File: src/rtl/uc_pkg.sv
// Shared encodings for the multi-cycle control unit: FSM states, opcode classes,
// opcode values, ALU commands, datapath select encodings and fault codes.
package uc_pkg;

  typedef enum logic [3:0] {
    S_FETCH     = 4'd0,
    S_DECODE    = 4'd1,
    S_MEM_ADDR  = 4'd2,
    S_MEM_READ  = 4'd3,
    S_MEM_WB    = 4'd4,
    S_MEM_WRITE = 4'd5,
    S_EXEC_R    = 4'd6,
    S_R_WB      = 4'd7,
    S_EXEC_I    = 4'd8,
    S_I_WB      = 4'd9,
    S_BRANCH    = 4'd10,
    S_JUMP      = 4'd11,
    S_ERROR     = 4'd12
  } state_t;

  typedef enum logic [3:0] {
    CLS_NONE, CLS_R, CLS_LW, CLS_SW, CLS_BEQ, CLS_J,
    CLS_ADDI, CLS_ANDI, CLS_ORI, CLS_SLTI, CLS_BAD
  } cls_t;

  localparam logic [5:0] OP_R    = 6'b000000;
  localparam logic [5:0] OP_LW   = 6'b100011;
  localparam logic [5:0] OP_SW   = 6'b101011;
  localparam logic [5:0] OP_BEQ  = 6'b000100;
  localparam logic [5:0] OP_J    = 6'b000010;
  localparam logic [5:0] OP_ADDI = 6'b001000;
  localparam logic [5:0] OP_ANDI = 6'b001100;
  localparam logic [5:0] OP_ORI  = 6'b001101;
  localparam logic [5:0] OP_SLTI = 6'b001010;

  localparam logic [2:0] ALU_FUNCT = 3'b000;
  localparam logic [2:0] ALU_ADD   = 3'b001;
  localparam logic [2:0] ALU_SUB   = 3'b010;
  localparam logic [2:0] ALU_AND   = 3'b011;
  localparam logic [2:0] ALU_OR    = 3'b100;
  localparam logic [2:0] ALU_SLT   = 3'b101;

  localparam logic [1:0] SRCB_B      = 2'b00;
  localparam logic [1:0] SRCB_FOUR   = 2'b01;
  localparam logic [1:0] SRCB_IMM    = 2'b10;
  localparam logic [1:0] SRCB_IMM_SH = 2'b11;

  localparam logic [1:0] PCSRC_ALU    = 2'b00;
  localparam logic [1:0] PCSRC_ALUOUT = 2'b01;
  localparam logic [1:0] PCSRC_JUMP   = 2'b10;

  localparam logic [1:0] FAULT_NONE    = 2'b00;
  localparam logic [1:0] FAULT_ILLEGAL = 2'b01;
  localparam logic [1:0] FAULT_TIMEOUT = 2'b10;

  function automatic cls_t decode_class(input logic [5:0] op);
    case (op)
      OP_R:    return CLS_R;
      OP_LW:   return CLS_LW;
      OP_SW:   return CLS_SW;
      OP_BEQ:  return CLS_BEQ;
      OP_J:    return CLS_J;
      OP_ADDI: return CLS_ADDI;
      OP_ANDI: return CLS_ANDI;
      OP_ORI:  return CLS_ORI;
      OP_SLTI: return CLS_SLTI;
      default: return CLS_BAD;
    endcase
  endfunction

endpackage

File: src/rtl/uc_mem_timeout.sv
// Counts consecutive memory wait cycles; expired flags the MEM_TIMEOUT-th one.
module uc_mem_timeout #(
  parameter int MEM_TIMEOUT = 15
) (
  input  logic clk,
  input  logic rst,
  input  logic clear,
  input  logic waiting,
  output logic expired
);

  localparam int CW = $clog2(MEM_TIMEOUT + 1);

  logic [CW-1:0] cnt;

  // cnt holds the number of wait cycles already completed in this state.
  assign expired = waiting && (cnt == CW'(MEM_TIMEOUT - 1));

  always_ff @(posedge clk) begin
    if (rst || clear) cnt <= '0;
    else if (waiting && !expired) cnt <= cnt + 1'b1;
  end

endmodule

File: src/rtl/multicycle_uc.sv
// Moore control FSM for the multi-cycle MIPS-subset datapath, with memory
// wait-state stalling, hung-memory timeout and illegal-opcode trap.
module multicycle_uc import uc_pkg::*; #(
  parameter int ALUOP_W     = 3,
  parameter int MEM_TIMEOUT = 15
) (
  input  logic               clk,
  input  logic               rst,
  input  logic [5:0]         opcode,
  input  logic               mem_ready,
  output logic               pc_write,
  output logic               pc_write_cond,
  output logic               i_or_d,
  output logic               mem_read,
  output logic               mem_write,
  output logic               ir_write,
  output logic               mem_to_reg,
  output logic               reg_write,
  output logic               reg_dst,
  output logic               alu_src_a,
  output logic [1:0]         alu_src_b,
  output logic [1:0]         pc_source,
  output logic [ALUOP_W-1:0] alu_op,
  output logic               instr_done,
  output logic               fault,
  output logic [1:0]         fault_code,
  output logic [3:0]         state_dbg
);

  state_t     state, state_next;
  cls_t       cls;
  logic       fault_q;
  logic [1:0] code_q, code_next;
  logic       mem_state, waiting, expired, clear;
  logic [2:0] op3;

  assign mem_state = (state == S_FETCH) || (state == S_MEM_READ) || (state == S_MEM_WRITE);
  assign waiting   = mem_state && !mem_ready;
  // Any state change re-arms the counter, so each memory state starts from zero.
  assign clear     = mem_ready || (state_next != state);

  uc_mem_timeout #(.MEM_TIMEOUT(MEM_TIMEOUT)) u_timeout (
    .clk     (clk),
    .rst     (rst),
    .clear   (clear),
    .waiting (waiting),
    .expired (expired)
  );

  always_comb begin
    state_next = state;
    code_next  = code_q;
    case (state)
      S_FETCH: begin
        if (mem_ready) state_next = S_DECODE;
        else if (expired) begin
          state_next = S_ERROR;
          code_next  = FAULT_TIMEOUT;
        end
      end
      S_DECODE: begin
        case (decode_class(opcode))
          CLS_LW, CLS_SW:                        state_next = S_MEM_ADDR;
          CLS_R:                                 state_next = S_EXEC_R;
          CLS_ADDI, CLS_ANDI, CLS_ORI, CLS_SLTI: state_next = S_EXEC_I;
          CLS_BEQ:                               state_next = S_BRANCH;
          CLS_J:                                 state_next = S_JUMP;
          default: begin
            state_next = S_ERROR;
            code_next  = FAULT_ILLEGAL;
          end
        endcase
      end
      S_MEM_ADDR: state_next = (cls == CLS_SW) ? S_MEM_WRITE : S_MEM_READ;
      S_MEM_READ, S_MEM_WRITE: begin
        if (mem_ready) state_next = (state == S_MEM_READ) ? S_MEM_WB : S_FETCH;
        else if (expired) begin
          state_next = S_ERROR;
          code_next  = FAULT_TIMEOUT;
        end
      end
      S_EXEC_R: state_next = S_R_WB;
      S_EXEC_I: state_next = S_I_WB;
      S_MEM_WB, S_R_WB, S_I_WB, S_BRANCH, S_JUMP: state_next = S_FETCH;
      S_ERROR:  state_next = S_ERROR;
      default:  state_next = S_FETCH;
    endcase
  end

  always_ff @(posedge clk) begin
    if (rst) begin
      state   <= S_FETCH;
      cls     <= CLS_NONE;
      fault_q <= 1'b0;
      code_q  <= FAULT_NONE;
    end else begin
      state   <= state_next;
      code_q  <= code_next;
      fault_q <= fault_q || (state_next == S_ERROR);
      if (state == S_DECODE) cls <= decode_class(opcode);
    end
  end

  always_comb begin
    pc_write      = 1'b0;
    pc_write_cond = 1'b0;
    i_or_d        = 1'b0;
    mem_read      = 1'b0;
    mem_write     = 1'b0;
    ir_write      = 1'b0;
    mem_to_reg    = 1'b0;
    reg_write     = 1'b0;
    reg_dst       = 1'b0;
    alu_src_a     = 1'b0;
    alu_src_b     = SRCB_B;
    pc_source     = PCSRC_ALU;
    op3           = ALU_FUNCT;
    instr_done    = 1'b0;
    if (!rst) begin
      case (state)
        S_FETCH: begin
          mem_read  = 1'b1;
          alu_src_b = SRCB_FOUR;
          op3       = ALU_ADD;
          ir_write  = mem_ready;
          pc_write  = mem_ready;
        end
        S_DECODE: begin
          alu_src_b = SRCB_IMM_SH;
          op3       = ALU_ADD;
        end
        S_MEM_ADDR: begin
          alu_src_a = 1'b1;
          alu_src_b = SRCB_IMM;
          op3       = ALU_ADD;
        end
        S_MEM_READ: begin
          mem_read = 1'b1;
          i_or_d   = 1'b1;
        end
        S_MEM_WB: begin
          reg_write  = 1'b1;
          mem_to_reg = 1'b1;
          instr_done = 1'b1;
        end
        S_MEM_WRITE: begin
          mem_write  = 1'b1;
          i_or_d     = 1'b1;
          instr_done = mem_ready;
        end
        S_EXEC_R: alu_src_a = 1'b1;
        S_R_WB: begin
          reg_write  = 1'b1;
          reg_dst    = 1'b1;
          instr_done = 1'b1;
        end
        S_EXEC_I: begin
          alu_src_a = 1'b1;
          alu_src_b = SRCB_IMM;
          case (cls)
            CLS_ANDI: op3 = ALU_AND;
            CLS_ORI:  op3 = ALU_OR;
            CLS_SLTI: op3 = ALU_SLT;
            default:  op3 = ALU_ADD;
          endcase
        end
        S_I_WB: begin
          reg_write  = 1'b1;
          instr_done = 1'b1;
        end
        S_BRANCH: begin
          alu_src_a     = 1'b1;
          op3           = ALU_SUB;
          pc_write_cond = 1'b1;
          pc_source     = PCSRC_ALUOUT;
          instr_done    = 1'b1;
        end
        S_JUMP: begin
          pc_write   = 1'b1;
          pc_source  = PCSRC_JUMP;
          instr_done = 1'b1;
        end
        default: ;
      endcase
    end
  end

  assign alu_op     = ALUOP_W'(op3);
  assign fault      = fault_q && !rst;
  assign fault_code = rst ? FAULT_NONE : code_q;
  assign state_dbg  = rst ? 4'd0 : state;

endmodule

File: config.mk
export PLATFORM = sky130hd
export DESIGN_NAME = multicycle_uc
export DESIGN_NICKNAME = d
export VERILOG_FILES = /design/src/rtl/uc_pkg.sv /design/src/rtl/uc_mem_timeout.sv /design/src/rtl/multicycle_uc.sv
export SDC_FILE = /design/constraint.sdc
export NUM_CORES = 1
export LEC_CHECK = 0
export BUFFER_PORTS_ARGS = -buffer_cell sky130_fd_sc_hd__buf_2
export CAP_MARGIN = 30
export CORE_MARGIN = 2
export CORE_UTILIZATION = 40
export DETAILED_ROUTE_END_ITERATION = 6
export PLACE_DENSITY = 0.72
export SYNTH_ARGS = -nofsm -noshare
export SYNTH_HDL_FRONTEND = slang
export SYNTH_HIERARCHICAL = 1
export SYNTH_SLANG_ARGS = --single-unit
File: constraint.sdc
create_clock -name clk -period 3.6 [get_ports clk]
set_input_delay 0.54 -clock clk [delete_from_list [all_inputs] [get_ports clk]]
set_output_delay 0.54 -clock clk [all_outputs]
set_load 0.1 [all_outputs]
==> results.yml <==
route:
  wl_per_cell_um: 13.1
  drcViolationCount: 0
  vias: 1510
  firstDrtPassIters: 4
  drt-initial-drc-count: 175
  vias_per_cell: 5.74
  ant_nets: 0
  drt_wl_total_mm: 3.45
setup_path:
  path_class: "reg2reg"
  cp_data_arrival_time_ns: 3.38
  crit_cells: 9
  start_kind: "flip-flop"
  required_ns: 3.85
  path_buf_inv: 0
  endpoint_kind: "flip-flop"
  critical-path-top-delay-family: "compound AO/OA/AOI/OAI gates"
  slowest_stage: "dfxtp_1"
  crit_chain: "o21bai_1 -> o211a_1 -> and4_2 -> nor2_1 -> or4_1 -> and4_1 -> a221o_1 -> a2111oi_1 -> a31o_1"
  r2r_cells: 9
  crit_path_max_fanout: 11
  crit_path_max_incr_delay_ns: 0.56
finish:
  area_growth_syn_to_layout_pct: 12.1
  finalCoreUtilization_pct: 47.3
  drive_gt1_share_pct: 25.8
  postLayoutCellArea_um2: 1590
  layout_commonest_cell: "buf_2"
  multi_input_area_um2: 970
  nFillCells: 372
  layout_common_cells: "buf_2, nor2_1, dfxtp_1, nor3_1, a21oi_1"
  finalNetCount: 229
  seqCellArea_um2: 300
  num_antenna_cells: 0
worst_hold_path:
  worstHoldPathCells: 1
  hp-class: "reg2reg"
grt:
  grt_overflow: 0
  grt_util_met3_pct: 2.32
  antenna_found_initial: 0
  track_usage_pct: 17.3
  use_met2_pct: 27.6
  grt_max_degree: 33
  grt_pass1_vias: 1243
  grt-busiest-layer: "met2"
  grt_pass1_wl_mm: 5.66
  grtUsageMet1_pct: 23.8
place:
  post-place-ws_ns: 0.410
  globalplace.congestion: 0.880
  dp_hpwl_mm: 2.58
  dpl-instance-area_um2: 1560
  port_buffers: 33
power_and_ir_drop:
  powerDensity_nw_per_um2: 359
  sw_frac_of_total_pct: 49.4
  peakVddDrop_uv: 164
  power.switching_w: 0.000282
  p_leak_nw: 0.663
  pwr-share-clk_pct: 18.1
  seqPwrFrac_pct: 33.3
  p_int_w: 0.000289
  p_comb_share_pct: 48.6
floorplan:
  num_io_pins: 34
  core_um2: 3360
  die_w_um: 63.6
  die_area_um2: 4040
  die_h_um: 63.6
  rows: 21
  start_util_pct: 42.2
timing:
  layout_setup_ws_ns: 0.471
  min_period_ns: 3.13
  tightestPinTransition_ns: 0.563
  slew_headroom_pct: 62.5
  rsz0062_at_grt: "false"
  worst_clock_skew_ns: 0.00515
  finalSetupViolCount: 0
  hold_viol: 0
  fmax_mhz: 320
  finalSetupTns_ns: 0
  min_period_over_period_pct: 86.9
  hold_ws_ns: 0.472
  drv_slew: 0
clocking:
  cts_resized: 0
  worstSkewPairLatency_ns: 0.29
  cts-buffers-inserted: 3
  clk_path_buf_depth: 2
  clkSinkCount: 15
  cts_tree: "built"
  ctsRootBufferMaster: "clkbuf_4"
  path_clk_slew_ns: 0.10
  post_cts_buffers: 0
  htreeDepth: 1
  cts_hold_buf: 0
logic_synthesis:
  yosys-top-cells-area: "dfxtp_1, nor2_1, nor3_1"
  synth.top_cell.area_share_pct: 21.2
  syn_avg_cell_area_um2: 7.31
  synth_fp_nets: 205
  yosysSeqAreaShare_pct: 21.2
  synth_edf_count: 0
  syn_area_um2: 1420
  synthFlopType: "dfxtp_1"
  synth_seq_cells: 15
  synth_area_leader_cell: "dfxtp_1"
  synth_cell_types: 56
  syn-instance-count: 194
  yosysWarnings: 6
  synthArstFlopShare_pct: 0
run:
  cap_violations: 0
outcome:
  run_status: "completed"
[layout make-up]
cell class	instances	area share [%]
multi-input cells	150	61.0
flip-flops and latches	15	18.9
repair buffers	37	12.3
well taps	46	3.62
inverters	11	2.60
clock buffers	4	1.65
[power groups by stage]
stage | clock network [W] | registers, W | logic (W)
4_1_cts | 0.000104 | 0.000190 | 0.000276
3_3_place_gp | 0 | 0.000193 | 0.000274
3_5_place_dp | 0 | 0.000193 | 0.000276
2_1_floorplan | 0 | 0.000186 | 0.000252
5_1_grt | 0.000111 | 0.000192 | 0.000296
6_report | 0.000103 | 0.000190 | 0.000277
[logic make-up after synthesis]
family / share of synthesized area (%)
AOI/OAI and AO/OA: 26.5
xor gates and xnor gates: 1.23
adders and majority gates: 2.47
buffers and inverters: 12.9
DFF: 21.2
muxes: 1.41
and+or+nand+nor: 34.4
[flip-flops by register name, indices dropped and copies added, names as in the netlist]
name           flops
state              4
u_timeout/cnt      4
cls                4
fault_q            1
code_q             2
[worst paths after layout]
path | start | endpoint | slack, ns
min | code_q[0] | code_q[0] | 0.47
min reg2reg | code_q[0] | code_q[0] | 0.47
max | state[0] | u_timeout/cnt[0] | 0.47
max reg2reg | state[0] | u_timeout/cnt[0] | 0.47
[cell usage after synthesis, types with 2 or more instances]
cell type,n
a21oi_1,13
nand2_1,5
and3_1,5
dfxtp_1,15
a211oi_1,4
o31ai_1,2
o21ai_0,7
nor3_1,16
o211a_1,2
nand4_1,3
or4_1,2
mux2i_1,2
inv_1,11
o21a_1,2
o21bai_1,3
or2_2,4
nor4_1,7
buf_4,2
nand2b_1,5
ha_1,2
nand3_1,3
buf_6,3
clkbuf_1,9
or4b_1,2
nor2b_1,4
a211o_1,2
a2111oi_1,2
nor2_1,26
o22ai_1,4
[metal layers]
metal  wire length [um]  share of wire (%)  vias up
met3                220                6.4        7
met5                  0                  0        -
li1                   -                  -      764
met1               1650                 48      682
met2               1530                 44       57
met4                 51                1.5        0
[metrics by stage]
| step | std cells | total power (W) |
|---|---|---|
| finish | 263 | 0.000570 |
| global route | 263 | 0.000599 |
| global placement | 259 | 0.000467 |
| detailed placement | 259 | 0.000469 |
| floorplan | 194 | 0.000438 |
| CTS | 263 | 0.000569 |
(Power assumes the default switching activity.)
